File: src/rtl/cmos_pkg.sv
`default_nettype none
// +----------------------------------------------------------------------+
// | cmos_pkg                                                             |
// | FSM encoding, counter widths and parameter defaults for the CMOS     |
// | capture controller.                                                  |
// | Revision: 1.0                                                        |
// +----------------------------------------------------------------------+
package cmos_pkg;

  typedef enum logic [1:0] {
    ST_IDLE    = 2'd0,
    ST_SKIP    = 2'd1,
    ST_WAIT_VS = 2'd2,
    ST_CAPTURE = 2'd3
  } cap_state_t;

  localparam int unsigned C_SKIP_FRAMES_DEF = 10;
  localparam int unsigned C_H_BYTES_DEF     = 2560;
  localparam int unsigned C_V_LINES_DEF     = 720;

  localparam int C_BYTE_W = 12;
  localparam int C_LINE_W = 11;
  localparam int C_SKIP_W = 16;

endpackage
`default_nettype wire

File: src/rtl/cmos_edge_det.sv
`default_nettype none
// +----------------------------------------------------------------------+
// | cmos_edge_det                                                        |
// | One-flop history of a registered level with rise/fall strobes.       |
// | Revision: 1.0                                                        |
// +----------------------------------------------------------------------+
module cmos_edge_det (
  input  logic pclk,
  input  logic rst_n,
  input  logic i_d,
  output logic o_rise,
  output logic o_fall
);

  logic r_prev;

  always_ff @(posedge pclk or negedge rst_n) begin
    if (!rst_n) begin
      r_prev <= 1'b0;
    end else begin
      r_prev <= i_d;
    end
  end

  assign o_rise = i_d & ~r_prev;
  assign o_fall = ~i_d & r_prev;

endmodule
`default_nettype wire

File: src/rtl/cmos_capture_ctrl.sv
`default_nettype none
// +----------------------------------------------------------------------+
// | cmos_capture_ctrl                                                    |
// | Gates sensor bytes into whole frames after a skip period and reports |
// | per-frame size status. Revision: 1.0                                 |
// +----------------------------------------------------------------------+
module cmos_capture_ctrl
  import cmos_pkg::*;
#(
  parameter int unsigned SKIP_FRAMES = C_SKIP_FRAMES_DEF,
  parameter int unsigned H_BYTES     = C_H_BYTES_DEF,
  parameter int unsigned V_LINES     = C_V_LINES_DEF
) (
  input  logic       pclk,
  input  logic       rst_n,
  input  logic       cfg_done,
  input  logic       cap_en,
  input  logic       vs_i,
  input  logic       href_i,
  input  logic [7:0] pdata_i,
  output logic       vs_o,
  output logic       de_o,
  output logic [7:0] pdata_o,
  output logic       frame_start,
  output logic       frame_done,
  output logic       frame_err,
  output logic [7:0] frame_cnt,
  output logic       busy
);

  logic                r_vs;
  logic                r_href;
  logic [7:0]          r_pdata;
  cap_state_t          r_state;
  logic [C_SKIP_W-1:0] r_skip_cnt;
  logic [C_BYTE_W-1:0] r_byte_cnt;
  logic [C_LINE_W-1:0] r_line_cnt;
  logic                r_line_err;
  logic                r_frame_start;
  logic                r_frame_done;
  logic                r_frame_err;
  logic [7:0]          r_frame_cnt;

  logic                w_vs_rise;
  logic                w_vs_fall;
  logic                w_href_rise;
  logic                w_href_fall;
  logic                w_capture;
  logic                w_line_end;
  logic                w_byte_max;
  logic                w_line_max;
  logic                w_err_now;
  logic [C_LINE_W-1:0] w_lines_now;
  logic                w_frame_err;

  always_ff @(posedge pclk or negedge rst_n) begin
    if (!rst_n) begin
      r_vs    <= 1'b0;
      r_href  <= 1'b0;
      r_pdata <= 8'd0;
    end else begin
      r_vs    <= vs_i;
      r_href  <= href_i;
      r_pdata <= pdata_i;
    end
  end

  cmos_edge_det u_vs_edge (
    .pclk   (pclk),
    .rst_n  (rst_n),
    .i_d    (r_vs),
    .o_rise (w_vs_rise),
    .o_fall (w_vs_fall)
  );

  cmos_edge_det u_href_edge (
    .pclk   (pclk),
    .rst_n  (rst_n),
    .i_d    (r_href),
    .o_rise (w_href_rise),
    .o_fall (w_href_fall)
  );

  assign w_capture  = (r_state == ST_CAPTURE);
  assign w_line_end = w_href_fall & w_capture;
  assign w_byte_max = &r_byte_cnt;
  assign w_line_max = &r_line_cnt;

  // Status as it stands including this cycle's line end, so a line closing
  // together with the vs rise is still counted in the frame result.
  assign w_err_now   = r_line_err
                     | (w_line_end & (32'(r_byte_cnt) != H_BYTES))
                     | (de_o & w_byte_max)
                     | (w_line_end & w_line_max);
  assign w_lines_now = (w_line_end && !w_line_max) ? r_line_cnt + 11'd1 : r_line_cnt;
  assign w_frame_err = w_err_now | (32'(w_lines_now) != V_LINES);

  always_ff @(posedge pclk or negedge rst_n) begin
    if (!rst_n) begin
      r_state       <= ST_IDLE;
      r_skip_cnt    <= '0;
      r_byte_cnt    <= '0;
      r_line_cnt    <= '0;
      r_line_err    <= 1'b0;
      r_frame_start <= 1'b0;
      r_frame_done  <= 1'b0;
      r_frame_err   <= 1'b0;
      r_frame_cnt   <= 8'd0;
    end else begin
      r_frame_start <= 1'b0;
      r_frame_done  <= 1'b0;
      if (!cfg_done) begin
        r_state    <= ST_IDLE;
        r_skip_cnt <= '0;
        r_byte_cnt <= '0;
        r_line_cnt <= '0;
        r_line_err <= 1'b0;
      end else begin
        case (r_state)
          ST_IDLE: begin
            r_state    <= ST_SKIP;
            r_skip_cnt <= '0;
          end
          ST_SKIP: begin
            if (SKIP_FRAMES == 0) begin
              r_state <= ST_WAIT_VS;
            end else if (w_vs_rise) begin
              if (32'(r_skip_cnt) == SKIP_FRAMES - 1) begin
                r_state <= ST_WAIT_VS;
              end else begin
                r_skip_cnt <= r_skip_cnt + 1'b1;
              end
            end
          end
          ST_WAIT_VS: begin
            if (w_vs_fall && cap_en) begin
              r_state       <= ST_CAPTURE;
              r_frame_start <= 1'b1;
              r_byte_cnt    <= '0;
              r_line_cnt    <= '0;
              r_line_err    <= 1'b0;
            end
          end
          ST_CAPTURE: begin
            if (w_vs_rise) begin
              r_state      <= ST_WAIT_VS;
              r_frame_done <= 1'b1;
              r_frame_err  <= w_frame_err;
              r_frame_cnt  <= r_frame_cnt + 8'd1;
              r_byte_cnt   <= '0;
              r_line_cnt   <= '0;
              r_line_err   <= 1'b0;
            end else begin
              if (w_href_rise) begin
                r_byte_cnt <= {{(C_BYTE_W-1){1'b0}}, de_o};
              end else if (w_href_fall) begin
                r_byte_cnt <= '0;
              end else if (de_o && !w_byte_max) begin
                r_byte_cnt <= r_byte_cnt + 12'd1;
              end
              r_line_cnt <= w_lines_now;
              r_line_err <= w_err_now;
            end
          end
          default: r_state <= ST_IDLE;
        endcase
      end
    end
  end

  assign vs_o        = r_vs;
  assign pdata_o     = r_pdata;
  assign de_o        = r_href & w_capture & ~r_vs;
  assign busy        = w_capture;
  assign frame_start = r_frame_start;
  assign frame_done  = r_frame_done;
  assign frame_err   = r_frame_err;
  assign frame_cnt   = r_frame_cnt;

endmodule
`default_nettype wire

File: config.mk
export PLATFORM = sky130hd
export DESIGN_NAME = cmos_capture_ctrl
export DESIGN_NICKNAME = d
export VERILOG_FILES = /design/src/rtl/cmos_pkg.sv /design/src/rtl/cmos_edge_det.sv /design/src/rtl/cmos_capture_ctrl.sv
export SDC_FILE = /design/constraint.sdc
export NUM_CORES = 1
export LEC_CHECK = 0
export ABC_AREA = 0
export BUFFER_PORTS_ARGS = -buffer_cell sky130_fd_sc_hd__buf_2
export CELL_PAD_IN_SITES_DETAIL_PLACEMENT = 1
export CELL_PAD_IN_SITES_GLOBAL_PLACEMENT = 2
export CORE_MARGIN = 10
export CORE_UTILIZATION = 34
export DETAILED_ROUTE_END_ITERATION = 8
export PLACE_DENSITY = 0.87
export SYNTH_ARGS = -nofsm -noshare
export SYNTH_HDL_FRONTEND = slang
export SYNTH_HIERARCHICAL = 1
export SYNTH_SLANG_ARGS = --single-unit
File: constraint.sdc
create_clock -name pclk -period 2 [get_ports pclk]
set_clock_uncertainty 0.05 [all_clocks]
set_input_delay 0.1 -clock pclk [delete_from_list [all_inputs] [get_ports pclk]]
set_output_delay 0.1 -clock pclk [all_outputs]
set_load 0.02 [all_outputs]
==> metrics, run 1 <==
DR vias 3195; Worst R2R Path Depth 7; largest net degree at the start of global routing 47; DR iter-0 viols 165; Worst-Skew Late Latency 0.35 ns; VDD IR max 0.375 mV; vias in the first global route 3376; die area 14700 µm²; DRC 0; layout cell share with drive strength beyond 1 32.2%; Critical Path Fanout Max 4; Reg2Reg Launch Point r_skip_cnt[1]; fmax 489 MHz; Synth Flop Type dfrtp_1; Seq/Total Area, Yosys 46.7%; Core ar. 9860 µm²; Cell Area, Synth 3490 µm²; register bit total from synthesis 65; vias per std cell 5.47; Post-Syn Area per Cell 9.93 µm²; failing checks negative setup slack; Hold Crit Endpoint frame_start; WL/cell 18.4 µm; clk root buf clkbuf_8; first-pass GRT wire length 16800 µm; total gr overflow 0; final-report max-slew violation count 0; initial antenna violation count 0; clock transition at the registers of the reported paths 0.09 ns; final worst slack -0.0440 ns; Placer Congestion 0.822; r2r setup slk -0.04 ns; number of synthesized flops with an enable pin 0; port bufs 35; CTS Buf Count 9; Startpoint Class register; Final #Nets 466; Worst Path Required 2.21 ns; post-route ant nets 0; arrival time at the worst endpoint 2.26 ns; die height 121 µm; Hold WC Path Type in2reg; io pins 36; Async SR Flop Fraction 100%; commonest non-fill, non-tap cell in the layout dfrtp_1; leakage power 2.02 nW; Syn. warnings 6; setup TNS -0.0440 ns; Pwr Density 612 nW/µm²; Initial Util 35.3%; P&R area growth vs syn 32.9%; H-tree depth 3; Cell Rows 36; Crit. End Element register; final hold violations 0; critical path type reg2reg; post-synthesis instance total 351; RSZ-0062 raised after global routing true; Fill cells 1116; minimum clock period 2.04 ns; Cell variety after synth 62; routed wire length 10700 µm; GRT Util Overall 14.0%; final total power 2.83 mW; DIE WIDTH 121 µm; post-DP HPWL 7500 µm; status complete, but fails checks; Cells on Worst Hold Path 3; # setup viols final 1; crit share post-route 102%; hold_sp cfg_done; transition time of the tightest slew-check pin 0.504 ns; Initial DRT Pass Iterations 4; max_cap viols 0; CTS Buffer Depth 2; Rel. slew slack 66.4%; net count after synthesis 371; most frequent cells in the layout dfrtp_1, buf_4, buf_2; CTS tree done; reg-to-reg endpoint r_skip_cnt[14]; Num Clock Sinks 65; Place WS -0.0330 ns; Ant. Diodes 0
==> report_power, final <==
group          switching, mW  total [mW]  internal, mW
clock                  0.560        1.30         0.741
combinational          0.111       0.193        0.0823
sequential            0.0112        1.34          1.33
==> through the flow <==
| stage | instance area (µm²) | util, % | instances | hold WS (ns) |
|---|---|---|---|---|
| global placement | 4070 | 41.3 | 547 | 0.0488 |
| CTS | 4450 | 45.1 | 577 | 0.0471 |
| finish | 4630 | 47.0 | 584 | 0.0691 |
| floorplan | 3510 | - | 351 | -0.246 |
| global route | 4630 | 47.0 | 584 | 0.0775 |
| detailed placement | 4070 | 41.3 | 547 | 0.0468 |
==> cell families (layout without fill, tap and decap cells) <==
group	count (synthesis)	count (layout)	synth area share, %
AO/OA/AOI/OAI	87	87	17.3
XOR/XNOR	14	14	3.52
adder cells (fa/ha/maj)	6	6	2.15
buffers and inverters	24	124	4.06
flip-flops	65	65	46.7
multiplexers	3	3	0.933
AND/OR/NAND/NOR	152	152	25.4
==> area by class of cell <==
cell class | count | area, µm² | share of cell area [%]
well taps | 133 | 166 | 3.59
repair buffers | 98 | 713 | 15.4
inverters | 10 | 37.5 | 0.810
multi-input cells | 262 | 1860 | 40.1
clock inverters | 6 | 90.1 | 1.94
clock buffers | 10 | 138 | 2.97
flip-flops and latches | 65 | 1630 | 35.2
==> worst max-delay path by stage <==
| stage | slack, ns | start | endpoint |
|---|---|---|---|
| floorplan | 0.009 | r_line_cnt[0] | frame_err |
| CTS | 0.005 | r_skip_cnt[3] | r_skip_cnt[14] |
| global route | -0.11 | r_skip_cnt[1] | r_skip_cnt[14] |
| detailed placement | -0.03 | r_skip_cnt[0] | r_skip_cnt[6] |
| finish | -0.04 | r_skip_cnt[1] | r_skip_cnt[14] |
| global placement | 0.08 | r_skip_cnt[0] | r_skip_cnt[6] |
==> routing by layer <==
layer / GRT usage (%) / vias up / wire length [µm]
met5: 0 / - / 0
met1: 16.8 / 1625 / 4650
li1: - / 1504 / -
met2: 24.3 / 57 / 5600
met3: 3.40 / 9 / 366
met4: 4.32 / 0 / 101
==> state kept, by name, indices dropped and copies added (netlist names) <==
name,flops
r_skip_cnt,16
r_byte_cnt,12
r_line_cnt,11
frame_cnt,8
pdata_o,8
r_state,2
frame_done,1
frame_err,1
frame_start,1
r_href,1
r_line_err,1
u_href_edge/r_prev,1
u_vs_edge/r_prev,1
vs_o,1
==> synth_stat cells, types with 4 or more instances <==
cell type / instances / area share, %
o31ai_1: 10 / 2.2
dfrtp_1: 65 / 47
a21oi_1: 17 / 2.4
a31oi_1: 6 / 1.1
xnor2_1: 7 / 1.8
nand2_1: 31 / 3.3
and3_1: 4 / 0.72
or3_1: 5 / 0.90
xor2_1: 7 / 1.8
and2_1: 11 / 2.0
nor2_1: 21 / 2.3
nand4_1: 19 / 3.4
nor3_1: 5 / 0.72
a41oi_1: 4 / 1.0
clkbuf_1: 5 / 0.54
and4_1: 4 / 1.0
buf_6: 6 / 1.9
nand3_1: 17 / 2.4
nor4_1: 4 / 0.72
inv_1: 10 / 1.1
ha_1: 6 / 2.2
nor2b_1: 4 / 0.72
o21ai_1: 13 / 1.9
or4_1: 4 / 0.86
o21ai_0: 17 / 2.4
==> critical path: stages (launching register included) <==
cell     delay [ns]
dfrtp_1        0.36
inv_1          0.06
ha_2           0.18
nor3b_4        0.16
a41oi_4        0.30
a21oi_2        0.14
or4_1          0.55
a21oi_1        0.15
==> timing repair <==
item                                    CTS  global route
buffers inserted                          2             7
hold buffers                             12             0
resized for setup                         3            29
pin swaps                                 1            13
endpoints found under the setup margin    3            29
hold endpoints to repair                 30             0
cloned                                    0             0
Power figures use the tool's default switching activity.
==> run 2: changes to the inputs <==
--- a/config.mk
+++ b/config.mk
@@ -12,7 +12,8 @@
 export CORE_MARGIN = 10
 export CORE_UTILIZATION = 34
 export DETAILED_ROUTE_END_ITERATION = 8
-export PLACE_DENSITY = 0.87
+export PLACE_DENSITY = 0.72
+export SLEW_MARGIN = 20
 export SYNTH_ARGS = -nofsm -noshare
 export SYNTH_HDL_FRONTEND = slang
 export SYNTH_HIERARCHICAL = 1
==> metrics, run 2 (synthesized netlist as in run 1, its figures left out) <==
layout cell share with drive strength beyond 1 32.7%; vias per std cell 5.41; DRC 0; CTS Buffer Depth 2; CTS tree done; Final #Nets 465; switching part of the total power 25.5%; final hold violations 0; leakage power 2.05 nW; Initial Util 35.3%; max_cap viols 0; routed wire length 10500 µm; clock share of power 46.1%; H-tree depth 3; # setup viols final 0; max reg flops 16; Flop pwr share 47.0%; final-report max-slew violation count 0; arrival time at the worst endpoint 2.19 ns; Worst Path Required 2.25 ns; critical path type reg2reg; fmax 516 MHz; P&R area growth vs syn 33.1%; transition time of the tightest slew-check pin 0.679 ns; DIE WIDTH 121 µm; Fill cells 1115; Placer Congestion 0.770; first-pass GRT wire length 17300 µm; post-DP HPWL 7370 µm; DR iter-0 viols 206; final total power 2.84 mW; DR vias 3152; final core utilization 47.0%; Critical Path Fanout Max 5; Num Clock Sinks 65; clock transition at the registers of the reported paths 0.09 ns; total gr overflow 0; largest net degree at the start of global routing 49; top flop regs r_skip_cnt x16, r_byte_cnt x12, r_line_cnt x11; Startpoint Class register; switching pwr 0.724 mW; Rel. slew slack 54.5%; Worst-Skew Late Latency 0.35 ns; crit share post-route 97.0%; Initial DRT Pass Iterations 4; io pins 36; Most flops, register r_skip_cnt; Hold WS 0.0645 ns; Cell Rows 36; commonest non-fill, non-tap cell in the layout dfrtp_1; VDD IR max 0.263 mV; minimum clock period 1.94 ns; Hold WC Path Type in2reg; most frequent cells in the layout dfrtp_1, buf_4, buf_2; vias in the first global route 3354; final std cells w/o fill 583; Combinational Power Share 6.9%; die area 14700 µm²; status finished, final reports clean; GRT Util Overall 14.6%; Core ar. 9860 µm²; Pint 2.12 mW; RSZ-0062 raised after global routing true; placed instance count 550; Crit. End Element register; post-route ant nets 0; port bufs 35; WL/cell 18.0 µm; initial antenna violation count 0; clk root buf clkbuf_8; die height 121 µm; Pwr Density 613 nW/µm²; setup TNS 0 ns; Ant. Diodes 0; CTS Buf Count 9
[run 2: cell count changes in the layout (fill, tap and decap cells not counted), moves of 2 or more]
cell / before / now
nand3_4: 2 / 0
o21ai_0: 17 / 14
or4_4: 1 / 3
a21oi_1: 16 / 13
o21ai_1: 12 / 15
a21oi_2: 2 / 4
buf_6: 6 / 3
or4_1: 3 / 1
nand3_2: 0 / 3
[run 2: metal layers]
layer | track usage, % | vias up | wire (µm)
li1 | - | 1496 | -
met1 | 18.6 | 1606 | 4940
met2 | 24.0 | 35 | 5100
met3 | 3.16 | 15 | 284
met4 | 4.84 | 0 | 187
met5 | 0 | - | 0
[run 2: layout make-up]
cell class                      count  area [µm²]  area share (%)
Clock buffer                        9         124            2.67
Clock inverter                      7         101            2.18
Inverter                           10        37.5           0.809
Multi-Input combinational cell    262        1890            40.7
Sequential cell                    65        1630            35.1
Tap cell                          133         166            3.59
Timing Repair Buffer               97         692            14.9
[run 2: path summary, 6_finish.rpt]
kind	cells after the start	end	slack [ns]	start
max in group asynchronous	3	vs_o	1.08	rst_n
worst min-delay path	2	r_state[0]	0.06	cfg_done
worst max register to register	8	r_skip_cnt[8]	0.06	r_skip_cnt[1]
worst max-delay path	8	r_skip_cnt[8]	0.06	r_skip_cnt[1]
min in group asynchronous	2	pdata_o[7]	0.17	rst_n
worst min register to register	0	u_vs_edge/r_prev	0.37	vs_o
[run 2: stage by stage]
stage | setup WS [ns] | instance area [µm²]
global placement | 0.0516 | 4100
global route | -0.0407 | 4640
CTS | 0.00922 | 4470
detailed placement | -0.0413 | 4100
finish | 0.0606 | 4640
floorplan | 0.00934 | 3510
[run 2: power groups by stage]
stage          sequential (mW)  combinational [mW]  clock [mW]
2_1_floorplan             1.38              0.0603           0
3_3_place_gp              1.36               0.160           0
3_5_place_dp              1.36               0.163           0
4_1_cts                   1.34               0.183        1.35
5_1_grt                   1.34               0.215        1.41
6_report                  1.34               0.195        1.31
[run 2: worst max-delay path, stage by stage (launching register included)]
cell and delay (ns):
dfrtp_1 0.35, inv_1 0.05, ha_2 0.18, nor3b_4 0.17
a41oi_4 0.31, a21oi_4 0.12, buf_6 0.15, or3_1 0.37
a21oi_2 0.13
[run 2: timing repair]
action,in CTS,in global routing
gates resized for setup,3,32
cloned,0,1
hold buffers,12,0
setup buffers,2,2
hold endpoints to repair,28,0
setup endpoints to repair,10,20
pin swaps,1,10
